**src/rtl/priority_arbiter.sv**
```systemverilog
// Four-requester arbiter: highest effective priority (base priority plus wait age) wins,
// ties resolved round-robin, and the winner holds the grant until it pulses owner_release.
module priority_arbiter #(
   parameter int AGE_PERIOD = 256,
   parameter int AGE_MAX    = 255
) (
   input  logic        clk,
   input  logic        rst,
   input  logic [3:0]  req,
   input  logic [63:0] prio_bus,
   input  logic        owner_release,
   output logic [3:0]  grant,
   output logic [15:0] grant_prio,
   output logic        busy
);

   typedef enum logic [1:0] {
      IDLE,
      ARB,
      GRANT
   } state_t;

   localparam logic [15:0] WAIT_LAST = 16'(AGE_PERIOD - 1);
   localparam logic [7:0]  AGE_LIMIT = 8'(AGE_MAX);

   state_t      state;
   state_t      state_next;
   logic [1:0]  rr;
   logic [1:0]  rr_next;
   logic [3:0]  grant_next;
   logic [15:0] grant_prio_next;

   logic [15:0] wait_cnt [4];
   logic [7:0]  age      [4];
   logic [16:0] eff_sum  [4];
   logic [15:0] eff      [4];

   logic        win_valid;
   logic [1:0]  win_idx;
   logic [15:0] win_prio;

   // The sum keeps a carry bit so a large base priority clamps instead of wrapping.
   always_comb begin
      for (int i = 0; i < 4; i++) begin
         eff_sum[i] = {1'b0, prio_bus[16*i +: 16]} + 17'(age[i]);
         eff[i]     = eff_sum[i][16] ? 16'hFFFF : eff_sum[i][15:0];
      end
   end

   // Strict greater-than while walking from rr keeps the earliest tied requester.
   always_comb begin
      logic [1:0] idx;
      idx       = rr;
      win_valid = 1'b0;
      win_idx   = 2'd0;
      win_prio  = 16'd0;
      for (int k = 0; k < 4; k++) begin
         idx = rr + 2'(k);
         if (req[idx] && (!win_valid || (eff[idx] > win_prio))) begin
            win_valid = 1'b1;
            win_idx   = idx;
            win_prio  = eff[idx];
         end
      end
   end

   always_comb begin
      state_next      = state;
      grant_next      = grant;
      grant_prio_next = grant_prio;
      rr_next         = rr;
      case (state)
         IDLE: begin
            grant_next = 4'b0000;
            if (req != 4'b0000) begin
               state_next = ARB;
            end
         end
         ARB: begin
            if (win_valid) begin
               state_next      = GRANT;
               grant_next      = 4'b0001 << win_idx;
               grant_prio_next = win_prio;
               rr_next         = win_idx + 2'd1;
            end else begin
               state_next = IDLE;
               grant_next = 4'b0000;
            end
         end
         GRANT: begin
            if (owner_release) begin
               state_next = IDLE;
               grant_next = 4'b0000;
            end
         end
         default: begin
            state_next = IDLE;
            grant_next = 4'b0000;
         end
      endcase
   end

   always_ff @(posedge clk) begin
      if (rst) begin
         state      <= IDLE;
         grant      <= 4'b0000;
         grant_prio <= 16'd0;
         rr         <= 2'd0;
      end else begin
         state      <= state_next;
         grant      <= grant_next;
         grant_prio <= grant_prio_next;
         rr         <= rr_next;
      end
   end

   // A requester ages only while it is actively waiting; dropping req or winning starts it over.
   always_ff @(posedge clk) begin
      for (int i = 0; i < 4; i++) begin
         if (rst || !req[i] || grant[i]) begin
            wait_cnt[i] <= 16'd0;
            age[i]      <= 8'd0;
         end else if (wait_cnt[i] >= WAIT_LAST) begin
            wait_cnt[i] <= 16'd0;
            if (age[i] < AGE_LIMIT) begin
               age[i] <= age[i] + 8'd1;
            end
         end else begin
            wait_cnt[i] <= wait_cnt[i] + 16'd1;
         end
      end
   end

   assign busy = (state == GRANT);

endmodule

```
**config.mk**
```make
export PLATFORM = sky130hd
export DESIGN_NAME = priority_arbiter
export DESIGN_NICKNAME = d
export VERILOG_FILES = /design/src/rtl/priority_arbiter.sv
export SDC_FILE = /design/constraint.sdc
export NUM_CORES = 1
export LEC_CHECK = 0
export CORE_ASPECT_RATIO = 0.9
export CORE_UTILIZATION = 42
export CTS_CLUSTER_DIAMETER = 120
export DETAILED_ROUTE_END_ITERATION = 6
export PLACE_DENSITY_LB_ADDON = 0.2
export REMOVE_ABC_BUFFERS = 1
export SLEW_MARGIN = 0
export SYNTH_ARGS = -nofsm -noshare
export SYNTH_HDL_FRONTEND = slang
export SYNTH_SLANG_ARGS = --single-unit
```
**constraint.sdc**
```tcl
create_clock -name clk -period 10.9 [get_ports clk]
set_clock_uncertainty 0.2 [all_clocks]
set_input_delay 2.18 -clock clk [delete_from_list [all_inputs] [get_ports clk]]
set_output_delay 2.18 -clock clk [all_outputs]
set_load 0.01 [all_outputs]
```
==> flow_summary.toml, run 1 <==
[synthesis]
ys_seq_area_share_pct = 28.9
syn_area_um2 = 11600
syn_inst = 1338
ys_ff_latch = 120
ys.flop_type = "edfxtp_1"
synth.largest_area_cell = "edfxtp_1"
yosys-top-cells-area = "edfxtp_1, ha_1, nor2_1, mux2i_1, dfxtp_1"
synth-async-reset-ratio_pct = 0
synth_common_cells = "nor2_1, nand2_1, edfxtp_1, ha_1, a21oi_1"
ys.warnings.count = 0
synthDistinctLibCells = 89
synth_top_area_share_pct = 24.8
yosys.cell_count.top_type = "nor2_1"
avgSynthCellArea_um2 = 8.69
synth_edf_count = 96

[routing]
drt-met1-wl_um = 17500
vias_per_cell = 5.66
drc = 0
drtIter0Drc = 809
met2WireLength_um = 17100
topRoutingLayerUsed = "met4"
wire_per_inst_um = 18.6
via_count = 11800
ant_nets = 0
drt-pass1-iter-count = 6
drt_wl_total_um = 38700
route.met3.wl_um = 2890

[floorplanning]
fp-row-count = 57
io_pins = 92
core_um2 = 27100
die_area_um2 = 28400
fp.dieW_um = 177
chipHeight_um = 160
initial_core_util_pct = 42.9

[power]
clock_power_share_pct = 22.1
switching_share_pct = 39.7
p_sw_mw = 1.07
intPower_mw = 1.63
peakVddDrop_v = 0.000128
power.density_nw_per_um2 = 173
p_seq_share_pct = 21.1
combPwrFrac_pct = 56.8
leakage_nw = 6.73

[global_routing]
antenna_found_initial = 0
overflow = 0
gr-usage-all-layers_pct = 27.8
grt_pass1_vias = 11200
grt_max_degree = 57
grt_pass1_wl_um = 61000

[run]
maxCapViolations = 0

[worst_setup_path]
startpoint = "prio_bus[32]"
path_buf_inv = 9
r2r-start = "age[3][2]"
critPathRequiredTime_ps = 11010
crit_path_end_kind = "flip-flop"
slowest_delay_ps = 490
crit_fanout = 13
cp-start-kind = "input port"
worstPathArrival_ps = 10620
crit_type = "in2reg"
cpMaxStageDelayCell = "or4_1"
critical_path.top_delay_family = "compound AO/OA/AOI/OAI gates"

[clocking]
cts_tree = "done"
clk_latency_ps = 440
numCtsBuffers = 17
clock_path_buffers = 2
cts_root_buf = "clkbuf_16"
clk_pin_slew_ps = 60
ctsHtreeMaxLevel = 4
clock_sinks = 120

[sta]
slew_violations = 0
tightest_slew_ps = 883
max_freq_ghz = 0.0951
setup_violations = 0
hold_violations = 0
holdWs_ps = 233
fin_crit_sh_pct = 96.4
min_period_ps = 10510
slew-limit-headroom_pct = 40.7

[place]
dpl_cell_area_um2 = 14800
port-buffer-count = 91
hpwlAfterDp_um = 30900
gp_congestion = 0.985

[cells_and_area]
drive_gt1_share_pct = 19.9
postLayoutCoreUtil_pct = 57.6
fill_cells = 2525
num_antenna_cells = 0
design_area_um2 = 15600
area_growth_pct = 34.1
fin_nets = 1880

[min_path]
min_from = "state[1]"
worstHoldPathType = "reg2reg"

[outcome]
outcome = "completed"
-- area by class of cell --
type / instances / area, um2 / share of cell area, %
Clock inverter: 13 / 170 / 1.09
Sequential cell: 120 / 3370 / 21.6
Clock buffer: 19 / 433 / 2.78
Timing Repair Buffer: 315 / 2630 / 16.8
Inverter: 49 / 184 / 1.18
Multi-Input combinational cell: 1210 / 8380 / 53.7
Tap cell: 354 / 443 / 2.84
-- worst paths after layout --
check,to,slack (ps),cells past startpoint
worst max-delay path,grant[1],390,43
worst min register to register,state[0],230,1
worst max register to register,grant[1],2010,42
worst min-delay path,state[0],230,1
-- sequential cells by signal, summed over array words and instances (netlist names) --
register	cells
age	32
grant	4
grant_prio	16
rr	2
state	2
wait_cnt	64
-- cells in the final DEF (no fill, tap or decap), types with 9 or more instances in the layout --
cell type,synthesis,routed
a211oi_1,20,15
a21o_1,18,18
a21oi_1,80,76
a31oi_1,9,9
and2_1,12,12
and3_1,27,27
and4_1,12,12
buf_4,1,220
clkbuf_16,0,17
clkdlybuf4s50_1,0,91
conb_1,2,96
dfxtp_1,24,22
edfxtp_1,96,96
ha_1,92,92
inv_1,46,46
mux2_2,14,14
mux2i_1,51,49
mux4_2,13,13
nand2_1,117,115
nand2b_1,14,14
nand3_1,62,62
nand3b_1,9,9
nand4_1,18,18
nor2_1,172,170
nor3_1,28,27
nor4_1,15,13
o211ai_1,22,22
o21a_1,12,11
o21ai_0,52,47
o22ai_1,16,16
xnor2_1,33,33
xor2_1,37,37
-- power groups by stage --
stage / Sequential, mW / Clock, mW / Combinational (mW)
6_report: 0.568 / 0.597 / 1.53
2_1_floorplan: 0.596 / 0 / 0.748
5_1_grt: 0.573 / 0.624 / 1.67
4_1_cts: 0.568 / 0.608 / 1.44
3_5_place_dp: 0.577 / 0 / 1.42
3_3_place_gp: 0.576 / 0 / 1.41
-- cell families after synthesis --
group	after synthesis	synth area share (%)
AO/OA/AOI/OAI	342	20.7
other	2	0.0646
XOR/XNOR	70	5.27
multiplexers	83	9.20
adder cells (fa/ha/maj)	96	10.6
buffers and inverters	102	3.43
AND/OR/NAND/NOR	523	21.9
flip-flops	120	28.9
-- layer usage --
| layer | vias up | track usage, % |
|---|---|---|
| met2 | 421 | 42.1 |
| met3 | 66 | 6.19 |
| met4 | 0 | 10.7 |
| met1 | 5515 | 38.3 |
| met5 | - | 0 |
| li1 | 5762 | - |
-- stage by stage --
step	setup WS (ps)	total power [mW]	instances	setup TNS, ps
global route	-63.4	2.86	2080	-200
detailed placement	-576	2.00	2042	-7770
floorplan	-734	1.34	1379	-8670
finish	389	2.70	2080	0
global placement	-418	1.99	2042	-5660
CTS	105	2.62	2074	0
-- timing repair --
action,in CTS,in global routing
gates resized for setup,3,38
endpoints found under the setup margin,5,22
pin swaps,0,11
setup buffers,0,6
hold buffers,0,0
No activity file was read; power rests on OpenSTA's default activity.
==> inputs of run 2 (changes only) <==
--- a/config.mk
+++ b/config.mk
@@ -5,10 +5,10 @@
 export SDC_FILE = /design/constraint.sdc
 export NUM_CORES = 1
 export LEC_CHECK = 0
-export CORE_ASPECT_RATIO = 0.9
 export CORE_UTILIZATION = 42
 export CTS_CLUSTER_DIAMETER = 120
 export DETAILED_ROUTE_END_ITERATION = 6
+export HOLD_SLACK_MARGIN = 0.15
 export PLACE_DENSITY_LB_ADDON = 0.2
 export REMOVE_ABC_BUFFERS = 1
 export SLEW_MARGIN = 0
==> flow_summary.toml, run 2 (synthesis gave the netlist of run 1 again) <==
[sta]
hold_violations = 0
max_freq_ghz = 0.0952
setup_violations = 0
slew_violations = 0
min_period_ps = 10500
fin_crit_sh_pct = 96.4
slew-limit-headroom_pct = 37.3
fin_ws_ps = 395
tightest_slew_ps = 938

[power]
power.density_nw_per_um2 = 171
leakage_nw = 6.55
total_power_mw = 2.62
peakVddDrop_v = 0.0000836

[worst_setup_path]
cp-start-kind = "input port"
crit_path_end_kind = "flip-flop"
critPathRequiredTime_ps = 11030
slowest_delay_ps = 490
crit_type = "in2reg"
worstPathArrival_ps = 10630
crit_fanout = 13
cpMaxStageDelayCell = "or4_1"

[clocking]
cts_root_buf = "clkbuf_16"
ctsHtreeMaxLevel = 4
clk_latency_ps = 420
clock_path_buffers = 2
numCtsBuffers = 17
clock_sinks = 120
cts_tree = "done"
clk_pin_slew_ps = 60

[floorplanning]
initial_core_util_pct = 43.0
fp.dieW_um = 168
die_area_um2 = 28400
io_pins = 92
fp-row-count = 60
core_um2 = 27000
chipHeight_um = 168

[global_routing]
gr-usage-all-layers_pct = 26.8
antenna_found_initial = 0
overflow = 0
grt_max_degree = 59
grt_pass1_wl_um = 58800
grt_pass1_vias = 10900

[routing]
wire_per_inst_um = 18.6
drtIter0Drc = 987
vias_per_cell = 5.67
drt-pass1-iter-count = 5
drc = 0
route.met3.wl_um = 1910
drt_wl_total_um = 37800
topRoutingLayerUsed = "met4"
drt-met1-wl_um = 17700
ant_nets = 0
met2WireLength_um = 17200
via_count = 11600

[cells_and_area]
drive_gt1_share_pct = 18.4
mostFrequentLayoutCells = "buf_4, nor2_1, nand2_1"
multi_input_area_um2 = 8360
num_antenna_cells = 0
largest_reg_flops = 64
final_common_cell = "buf_4"
largestRegisters = "wait_cnt (64), age (32), grant_prio (16)"
area_growth_pct = 31.5
fin_nets = 1851
regArea_um2 = 3370
fin_cells = 2038
fill_cells = 2520
regMostFlops = "wait_cnt"

[place]
port-buffer-count = 91
place_ws_ps = -566
hpwlAfterDp_um = 30300
gp_congestion = 0.965
placed_cells_incl_taps = 2003

[min_path]
worstHoldPathType = "reg2reg"

[outcome]
outcome = "completed"

[run]
maxCapViolations = 0
[run 2: stage by stage]
stage	cell area, um2	TNS (ps)	util (%)	hold slack, ps
final	15300	0	56.6	239
after floorplan	11800	-8670	-	212
after detailed placement	14600	-6920	54.0	240
after global routing	15300	-137	56.6	274
after CTS	15200	0	56.1	248
after global placement	14600	-3140	54.0	228
[run 2: report_power, final]
group          total [mW]  switching [mW]  internal, mW
combinational        1.49           0.787         0.708
sequential          0.566          0.0294         0.537
clock               0.558           0.244         0.315
total                2.62            1.06          1.56
[run 2: worst paths after layout]
path | slack [ps] | start | endpoint | cells past startpoint
max | 400 | prio_bus[0] | grant_prio[11] | 38
min | 240 | state[1] | state[0] | 1
max reg2reg | 2050 | age[1][0] | grant_prio[11] | 37
min reg2reg | 240 | state[1] | state[0] | 1
[run 2: cell type report]
class / instances / share of cell area, %
Clock inverter: 14 / 0.818
Inverter: 49 / 1.20
Multi-Input combinational cell: 1210 / 54.6
Tap cell: 341 / 2.79
Sequential cell: 120 / 22.0
Clock buffer: 18 / 2.80
Timing Repair Buffer: 286 / 15.8
[run 2: per-layer routing]
layer | vias to the layer above | GRT usage (%)
met1 | 5439 | 36.8
met2 | 377 | 43.9
met5 | - | 0
met4 | 0 | 9.29
li1 | 5697 | -
met3 | 51 | 2.80
[run 2: what timing repair did]
| item | CTS | global route |
|---|---|---|
| gates resized for setup | 4 | 33 |
| hold buffers | 0 | 0 |
| pin swaps | 0 | 8 |
| setup buffers | 0 | 3 |
| endpoints found under the setup margin | 7 | 22 |
[run 2: critical path: cells and delay by family]
kind	cells	cell delay (ps)
compound gates	17	3820
fa+ha+maj	5	1490
buf+inv	7	1340
mux	1	310
simple gates	8	1460
